===== src/rtl/memory_access_pkg.sv =====
// rtl/memory_access_pkg.sv - shared types for the memory-access pipeline stage
package memory_access_pkg;

    typedef enum logic [1:0] {
        MEM_NONE,
        MEM_LOAD,
        MEM_STORE
    } memory_op_t;

    typedef enum logic [1:0] {
        MEM_BYTE,
        MEM_HALF,
        MEM_WORD
    } memory_mask_t;

    typedef enum logic [1:0] {
        IDLE,
        WAIT,
        DONE
    } mem_state_t;

    typedef struct packed {
        logic [31:0]  bits;
        memory_op_t   memory_op;
        memory_mask_t memory_mask;
        logic         memory_sign;
    } instruction_t;

    // address carries the destination register index once a result exists
    typedef struct packed {
        logic        valid;
        logic [4:0]  address;
        logic [31:0] data;
    } data_t;

    typedef struct packed {
        logic         valid;
        logic         ready;
        logic [31:0]  pc;
        instruction_t instruction;
        logic [31:0]  reg_rd1;
        logic [31:0]  reg_rd2;
        data_t        data;
    } stage_status_t;

    function automatic logic [31:0] word_address(input logic [31:0] ea);
        return {ea[31:2], 2'b00};
    endfunction

endpackage


===== src/rtl/memory_access_if.sv =====
// rtl/memory_access_if.sv - req/ack data-memory port
interface memory_access_if;

    logic        mem_req;
    logic        mem_we;
    logic [31:0] mem_address;
    logic [31:0] mem_write_data;
    logic [3:0]  mem_byte_enable;
    logic        mem_ready;
    logic [31:0] mem_read_data;

    modport master (
        output mem_req,
        output mem_we,
        output mem_address,
        output mem_write_data,
        output mem_byte_enable,
        input  mem_ready,
        input  mem_read_data
    );

    modport slave (
        input  mem_req,
        input  mem_we,
        input  mem_address,
        input  mem_write_data,
        input  mem_byte_enable,
        output mem_ready,
        output mem_read_data
    );

endinterface


===== src/rtl/memory_access_lanes.sv =====
// rtl/memory_access_lanes.sv - byte-lane steering for stores and load extraction/extension
module memory_lanes
    import memory_access_pkg::*;
(
    input  logic [1:0]   offset,
    input  memory_mask_t mask,
    input  logic         sign,
    input  logic [31:0]  store_data,
    input  logic [31:0]  raw_word,
    output logic [3:0]   byte_enable,
    output logic [31:0]  write_data,
    output logic [31:0]  load_value
);

    logic [7:0]  lane_byte;
    logic [15:0] lane_half;

    // store data is replicated across every lane so memory only needs the enables
    always_comb begin
        byte_enable = 4'b1111;
        write_data  = store_data;
        case (mask)
            MEM_BYTE: begin
                byte_enable = 4'b0001 << offset;
                write_data  = {4{store_data[7:0]}};
            end
            MEM_HALF: begin
                byte_enable = 4'b0011 << {offset[1], 1'b0};
                write_data  = {2{store_data[15:0]}};
            end
            default: ;
        endcase
    end

    always_comb begin
        case (offset)
            2'd0:    lane_byte = raw_word[7:0];
            2'd1:    lane_byte = raw_word[15:8];
            2'd2:    lane_byte = raw_word[23:16];
            default: lane_byte = raw_word[31:24];
        endcase
        lane_half = offset[1] ? raw_word[31:16] : raw_word[15:0];
        case (mask)
            MEM_BYTE: load_value = {{24{sign & lane_byte[7]}}, lane_byte};
            MEM_HALF: load_value = {{16{sign & lane_half[15]}}, lane_half};
            default:  load_value = raw_word;
        endcase
    end

endmodule


===== src/rtl/memory_access.sv =====
// rtl/memory_access.sv - memory pipeline stage issuing loads/stores over a req/ack port
module memory_access
    import memory_access_pkg::*;
#(
    parameter bit CHECK_STABLE = 1'b1
) (
    input  logic                   clk,
    input  logic                   rst,
    input  stage_status_t          stage_in,
    output stage_status_t          stage_out,
    memory_access_if.master        mem
);

    mem_state_t   state;
    mem_state_t   state_next;

    logic [1:0]   txn_offset;
    memory_mask_t txn_mask;
    logic         txn_sign;
    logic         txn_load;
    logic [31:0]  load_data;

    logic         mem_op;
    logic [1:0]   lane_offset;
    memory_mask_t lane_mask;
    logic         lane_sign;
    logic [3:0]   lane_byte_enable;
    logic [31:0]  lane_write_data;
    logic [31:0]  lane_load_value;

    assign mem_op = stage_in.valid && (stage_in.instruction.memory_op != MEM_NONE);

    // IDLE encodes the incoming store; afterwards the latched fields drive load extraction
    assign lane_offset = (state == IDLE) ? stage_in.data.data[1:0]          : txn_offset;
    assign lane_mask   = (state == IDLE) ? stage_in.instruction.memory_mask : txn_mask;
    assign lane_sign   = (state == IDLE) ? stage_in.instruction.memory_sign : txn_sign;

    memory_lanes u_lanes (
        .offset      (lane_offset),
        .mask        (lane_mask),
        .sign        (lane_sign),
        .store_data  (stage_in.reg_rd2),
        .raw_word    (mem.mem_read_data),
        .byte_enable (lane_byte_enable),
        .write_data  (lane_write_data),
        .load_value  (lane_load_value)
    );

    always_ff @(posedge clk) begin
        if (rst) begin
            state               <= IDLE;
            mem.mem_req         <= 1'b0;
            mem.mem_we          <= 1'b0;
            mem.mem_address     <= 32'd0;
            mem.mem_write_data  <= 32'd0;
            mem.mem_byte_enable <= 4'd0;
            txn_offset          <= 2'd0;
            txn_mask            <= MEM_BYTE;
            txn_sign            <= 1'b0;
            txn_load            <= 1'b0;
            load_data           <= 32'd0;
        end else begin
            state <= state_next;
            case (state)
                IDLE: begin
                    if (mem_op) begin
                        mem.mem_req         <= 1'b1;
                        mem.mem_we          <= (stage_in.instruction.memory_op == MEM_STORE);
                        mem.mem_address     <= word_address(stage_in.data.data);
                        mem.mem_write_data  <= lane_write_data;
                        mem.mem_byte_enable <= lane_byte_enable;
                        txn_offset          <= stage_in.data.data[1:0];
                        txn_mask            <= stage_in.instruction.memory_mask;
                        txn_sign            <= stage_in.instruction.memory_sign;
                        txn_load            <= (stage_in.instruction.memory_op == MEM_LOAD);
                    end
                end
                WAIT: begin
                    if (mem.mem_ready) begin
                        mem.mem_req <= 1'b0;
                        load_data   <= lane_load_value;
                    end
                end
                default: ;
            endcase
        end
    end

    always_comb begin
        state_next      = state;
        stage_out       = stage_in;
        stage_out.ready = 1'b1;
        case (state)
            IDLE: begin
                if (mem_op) begin
                    stage_out.valid      = 1'b0;
                    stage_out.data.valid = 1'b0;
                    stage_out.ready      = 1'b0;
                    state_next           = WAIT;
                end
            end
            WAIT: begin
                stage_out.valid      = 1'b0;
                stage_out.data.valid = 1'b0;
                stage_out.ready      = 1'b0;
                if (mem.mem_ready) begin
                    state_next = DONE;
                end
            end
            DONE: begin
                stage_out.valid      = 1'b1;
                stage_out.data.valid = txn_load;
                if (txn_load) begin
                    stage_out.data.data = load_data;
                end
                state_next = IDLE;
            end
            default: begin
                state_next = IDLE;
            end
        endcase
    end

    // upstream may only change stage_in across an edge where ready was high
    generate
        if (CHECK_STABLE) begin : g_check_stable
            stage_status_t held_in;
            logic          armed;

            always_ff @(posedge clk) begin
                if (rst) begin
                    armed <= 1'b0;
                end else begin
                    armed <= !stage_out.ready;
                end
                held_in <= stage_in;
                if (!rst && armed) begin
                    assert (stage_in == held_in);
                end
            end
        end
    endgenerate

endmodule


===== src/flat_wrapper.sv =====
// flat-port wrapper written by rule: the top's interface ports become plain ports
module memory_access_flat import memory_access_pkg::*;
#(
    parameter bit CHECK_STABLE = 1'b1
)
  (clk, rst, stage_in, stage_out, mem_mem_req, mem_mem_we, mem_mem_address, mem_mem_write_data, mem_mem_byte_enable, mem_mem_ready, mem_mem_read_data);
  memory_access_if mem_i ();
  input  logic clk;
  input  logic rst;
  input  stage_status_t stage_in;
  output stage_status_t stage_out;
  output wire logic [$bits(mem_i.mem_req)-1:0] mem_mem_req;
  output wire logic [$bits(mem_i.mem_we)-1:0] mem_mem_we;
  output wire logic [$bits(mem_i.mem_address)-1:0] mem_mem_address;
  output wire logic [$bits(mem_i.mem_write_data)-1:0] mem_mem_write_data;
  output wire logic [$bits(mem_i.mem_byte_enable)-1:0] mem_mem_byte_enable;
  input wire logic [$bits(mem_i.mem_ready)-1:0] mem_mem_ready;
  input wire logic [$bits(mem_i.mem_read_data)-1:0] mem_mem_read_data;
  assign mem_mem_req = mem_i.mem_req;
  assign mem_mem_we = mem_i.mem_we;
  assign mem_mem_address = mem_i.mem_address;
  assign mem_mem_write_data = mem_i.mem_write_data;
  assign mem_mem_byte_enable = mem_i.mem_byte_enable;
  assign mem_i.mem_ready = mem_mem_ready;
  assign mem_i.mem_read_data = mem_mem_read_data;
  memory_access #(.CHECK_STABLE(CHECK_STABLE)) u_core (.clk(clk), .rst(rst), .stage_in(stage_in), .stage_out(stage_out), .mem(mem_i));
endmodule

===== config.mk =====
export PLATFORM = sky130hd
export DESIGN_NAME = memory_access_flat
export DESIGN_NICKNAME = d
export VERILOG_FILES = /design/src/rtl/memory_access_pkg.sv /design/src/rtl/memory_access_if.sv /design/src/rtl/memory_access_lanes.sv /design/src/rtl/memory_access.sv /design/src/flat_wrapper.sv
export SDC_FILE = /design/constraint.sdc
export NUM_CORES = 1
export LEC_CHECK = 0
export ABC_AREA = 1
export CAP_MARGIN = 0
export CORE_AREA = 2 2 173 175
export CTS_CLUSTER_DIAMETER = 30
export CTS_CLUSTER_SIZE = 24
export DETAILED_ROUTE_END_ITERATION = 8
export DIE_AREA = 0 0 175 177
export GPL_ROUTABILITY_DRIVEN = 0
export HOLD_SLACK_MARGIN = 0.05
export SYNTH_ARGS = -nofsm -noshare
export SYNTH_HDL_FRONTEND = slang
export SYNTH_SLANG_ARGS = --single-unit

===== constraint.sdc =====
create_clock -name clk -period 4.1 [get_ports clk]
set_input_delay 0.82 -clock clk [delete_from_list [all_inputs] [get_ports clk]]
set_output_delay 0.82 -clock clk [all_outputs]
set_load 0.03 [all_outputs]

==> results by group <==
Layout
  • Final #Nets: 1229
  • Final std cells w/o fill: 1419
  • Layout cell share with drive strength beyond 1: 9.16%
  • Finished Cell Area: 8630 um2
  • Final core utilization: 29.5%
  • Area Growth Syn to Fin: 31.4%

Floorplan
  • Die X: 175 um
  • Initial Util: 22.5%
  • Ports: 451
  • Die H: 177 um
  • Die area: 31000 um2
  • Core ar.: 29200 um2
  • Std cell rows: 63

Timing
  • Post-route setup TNS: 0 ps
  • Max Clk Rate: 280 MHz
  • Final setup fails: 0
  • Pins Over Slew Limit: 0
  • Clock Skews: 13.7 ps
  • Final Cycle Share: 87.1%
  • Worst-Margin Slew: 919 ps
  • Fin crit period: 3570 ps
  • Slew headroom: 38.7%
  • RSZ-0062 raised after global routing: no
  • Setup ws final: 530 ps
  • Hold_ws: 466 ps
  • Final hold vios: 0

Clock network
  • CTS tree: built
  • Root Driver: clkbuf_16
  • CTS Hold Bufs: 0
  • Clock Latency Late Sink: 360 ps
  • H-Tree Depth: 3
  • Clock-pin slew on the worst setup and hold paths: 80 ps
  • # resized after CTS: 0
  • Setup bufs post-CTS: 0
  • Total CTS buffers: 9
  • Clk buf depth: 2
  • Clock sinks: 108

Synth
  • Post-synth EDFFs: 0
  • Top cells by area, synth: dfxtp_1, buf_4, nand2_1
  • Avg Inst Size Synth: 6.98 um2
  • Top_reg_cell synth: dfxtp_1
  • Async S/R FF share, synth: 0%
  • Netlist Area Pre-Place: 6570 um2
  • Synth area leader: dfxtp_1
  • Post-synth cell types: 35
  • Seq/Total Area, Yosys: 32.9%
  • Synthesized instance count: 941
  • Synth top area share: 32.9%
  • Yosys synthesis warning count: 0
  • FF+latch count, synth: 108

Critical path
  • Critical Path Start: u_core.state[0]
  • Worst path slowest cell: clkdlybuf4s50_1
  • Critical Path End Type: output port
  • Worst Setup Start Kind: flop
  • Reg2Reg Setup Slack: 1850 ps
  • Slowest stage delay, CP: 790 ps
  • Critical Path, Cell by Cell: nor2_1, nand2_2, buf_4, nand2_1, o21ai_0, clkdlybuf4s50_1
  • Data required, critical path: 3280 ps
  • CP arrival: 2750 ps
  • Crit path kind: reg -> out
  • Worst path bufs/invs: 2
  • Crit-path leading delay family: buffers and inverters
  • Worst r2r src: u_core.state[1]
  • CP max FO: 23

GRT
  • First-pass GRT wire length: 37.4 mm
  • Largest net degree at the start of global routing: 89
  • Vias in the first global route: 6028
  • Initial antenna violation count: 6
  • Total gr overflow: 0
  • GRT Overall Usage: 16.4%

Detailed routing
  • Vias: 6148
  • Post-DR wirelength/cell: 18.1 um
  • First-pass iteration count of the detailed router: 5
  • Mean number of vias per cell: 4.33
  • Starting DRT DRC Count: 240
  • DRC viols: 0
  • Final wirelength: 25.7 mm
  • Routed Antenna Nets: 0

Place
  • Hpwl dp: 19.4 mm
  • I/O Buffers: 245
  • Placed Instances: 1400
  • Cell area after placement: 8330 um2
  • Pre-CTS WS: 791 ps

Power and ir drop
  • Peak supply drop: 0.179 mV
  • Pleak: 3.72 nW
  • PwrDens: 353 nW/um2
  • Tot Pwr: 3.05 mW

Worst hold path
  • Min-delay src: u_core.mem.mem_write_data[2]
  • Worst Hold Class: reg -> reg

Outcome
  • Status: finished clean

Job
  • Number of max-cap violations: 0
worst paths after layout:
path	cells after the start	end
setup reg to reg	11	u_core.load_data[17]
setup / recovery	6	stage_out[5]
hold reg to reg	2	u_core.mem.mem_write_data[2]
hold / removal	2	u_core.mem.mem_write_data[2]
routing by layer:
| layer | share of wire, % | global-route usage, % | up-vias |
|---|---|---|---|
| met5 | 0.16 | 0 | - |
| met4 | 3.4 | 7.19 | 6 |
| met3 | 7.5 | 5.00 | 66 |
| met2 | 50 | 29.4 | 266 |
| met1 | 39 | 17.8 | 2815 |
| li1 | - | - | 2995 |
cells by family after synthesis:
logic type	after synthesis	synth area share [%]
other	1	0.0571
buffers and inverters	293	25.4
AND/OR/NAND/NOR	329	22.3
flip-flops	108	32.9
multiplexers	10	1.71
AO/OA/AOI/OAI	200	17.6
cell usage after synthesis (all sizes together) (5+ instances only):
library cell and count:
o21ai 114, inv 106, o221ai 8, clkbuf 33, a31oi 5, nand2 219
dfxtp 108, mux2 10, nor2 76, a21oi 54, o211ai 9, nand3 33
o21bai 8, buf 153
placed cells by master, fill, tap and decap left out, types with 9 or more instances in the layout:
master,synthesis,final
mux2_2,10,10
nand2_2,9,10
nor2_1,70,70
dfxtp_1,108,108
clkdlybuf4s50_1,0,244
inv_1,100,100
o211ai_1,9,9
nand3_1,28,28
o21ai_0,96,96
nand2_1,198,197
o21ai_2,11,11
clkbuf_16,0,9
nand2_4,11,11
a21oi_1,47,47
flip-flops by register name, indices dropped and copies added, names as in the netlist:
name and count:
u_core.load_data 32, u_core.mem.mem_write_data 32, u_core.mem.mem_address 30, u_core.mem.mem_byte_enable 4
u_core.state 2, u_core.txn_mask 2, u_core.txn_offset 2, u_core.mem.mem_req 1
u_core.mem.mem_we 1, u_core.txn_load 1, u_core.txn_sign 1
worst register-to-register path, cell delays in order, from the launching register on:
cell and delay (ps):
dfxtp_1 430, nor2_2 70, buf_4 200, nand2_1 90, nand2_2 130, nor2_4 500
nand2_4 100, nand2_4 100, nand3_4 130, nand2_4 260, o21ai_1 120, inv_1 60
where the power goes:
group	switching [mW]	total, mW	internal, mW
clock network	0.463	0.908	0.444
registers	0.0381	1.17	1.13
logic	0.594	0.970	0.376
final cells by class:
type	instances	area (um2)
multi-input combinational	541	2750
sequential	108	2160
clock inverter	6	53.8
timing repair buffer	254	2530
inverter	107	402
tap	390	488
clock buffer	10	239
antenna	3	7.51
fill	3173	20600
(Power assumes the default switching activity.)
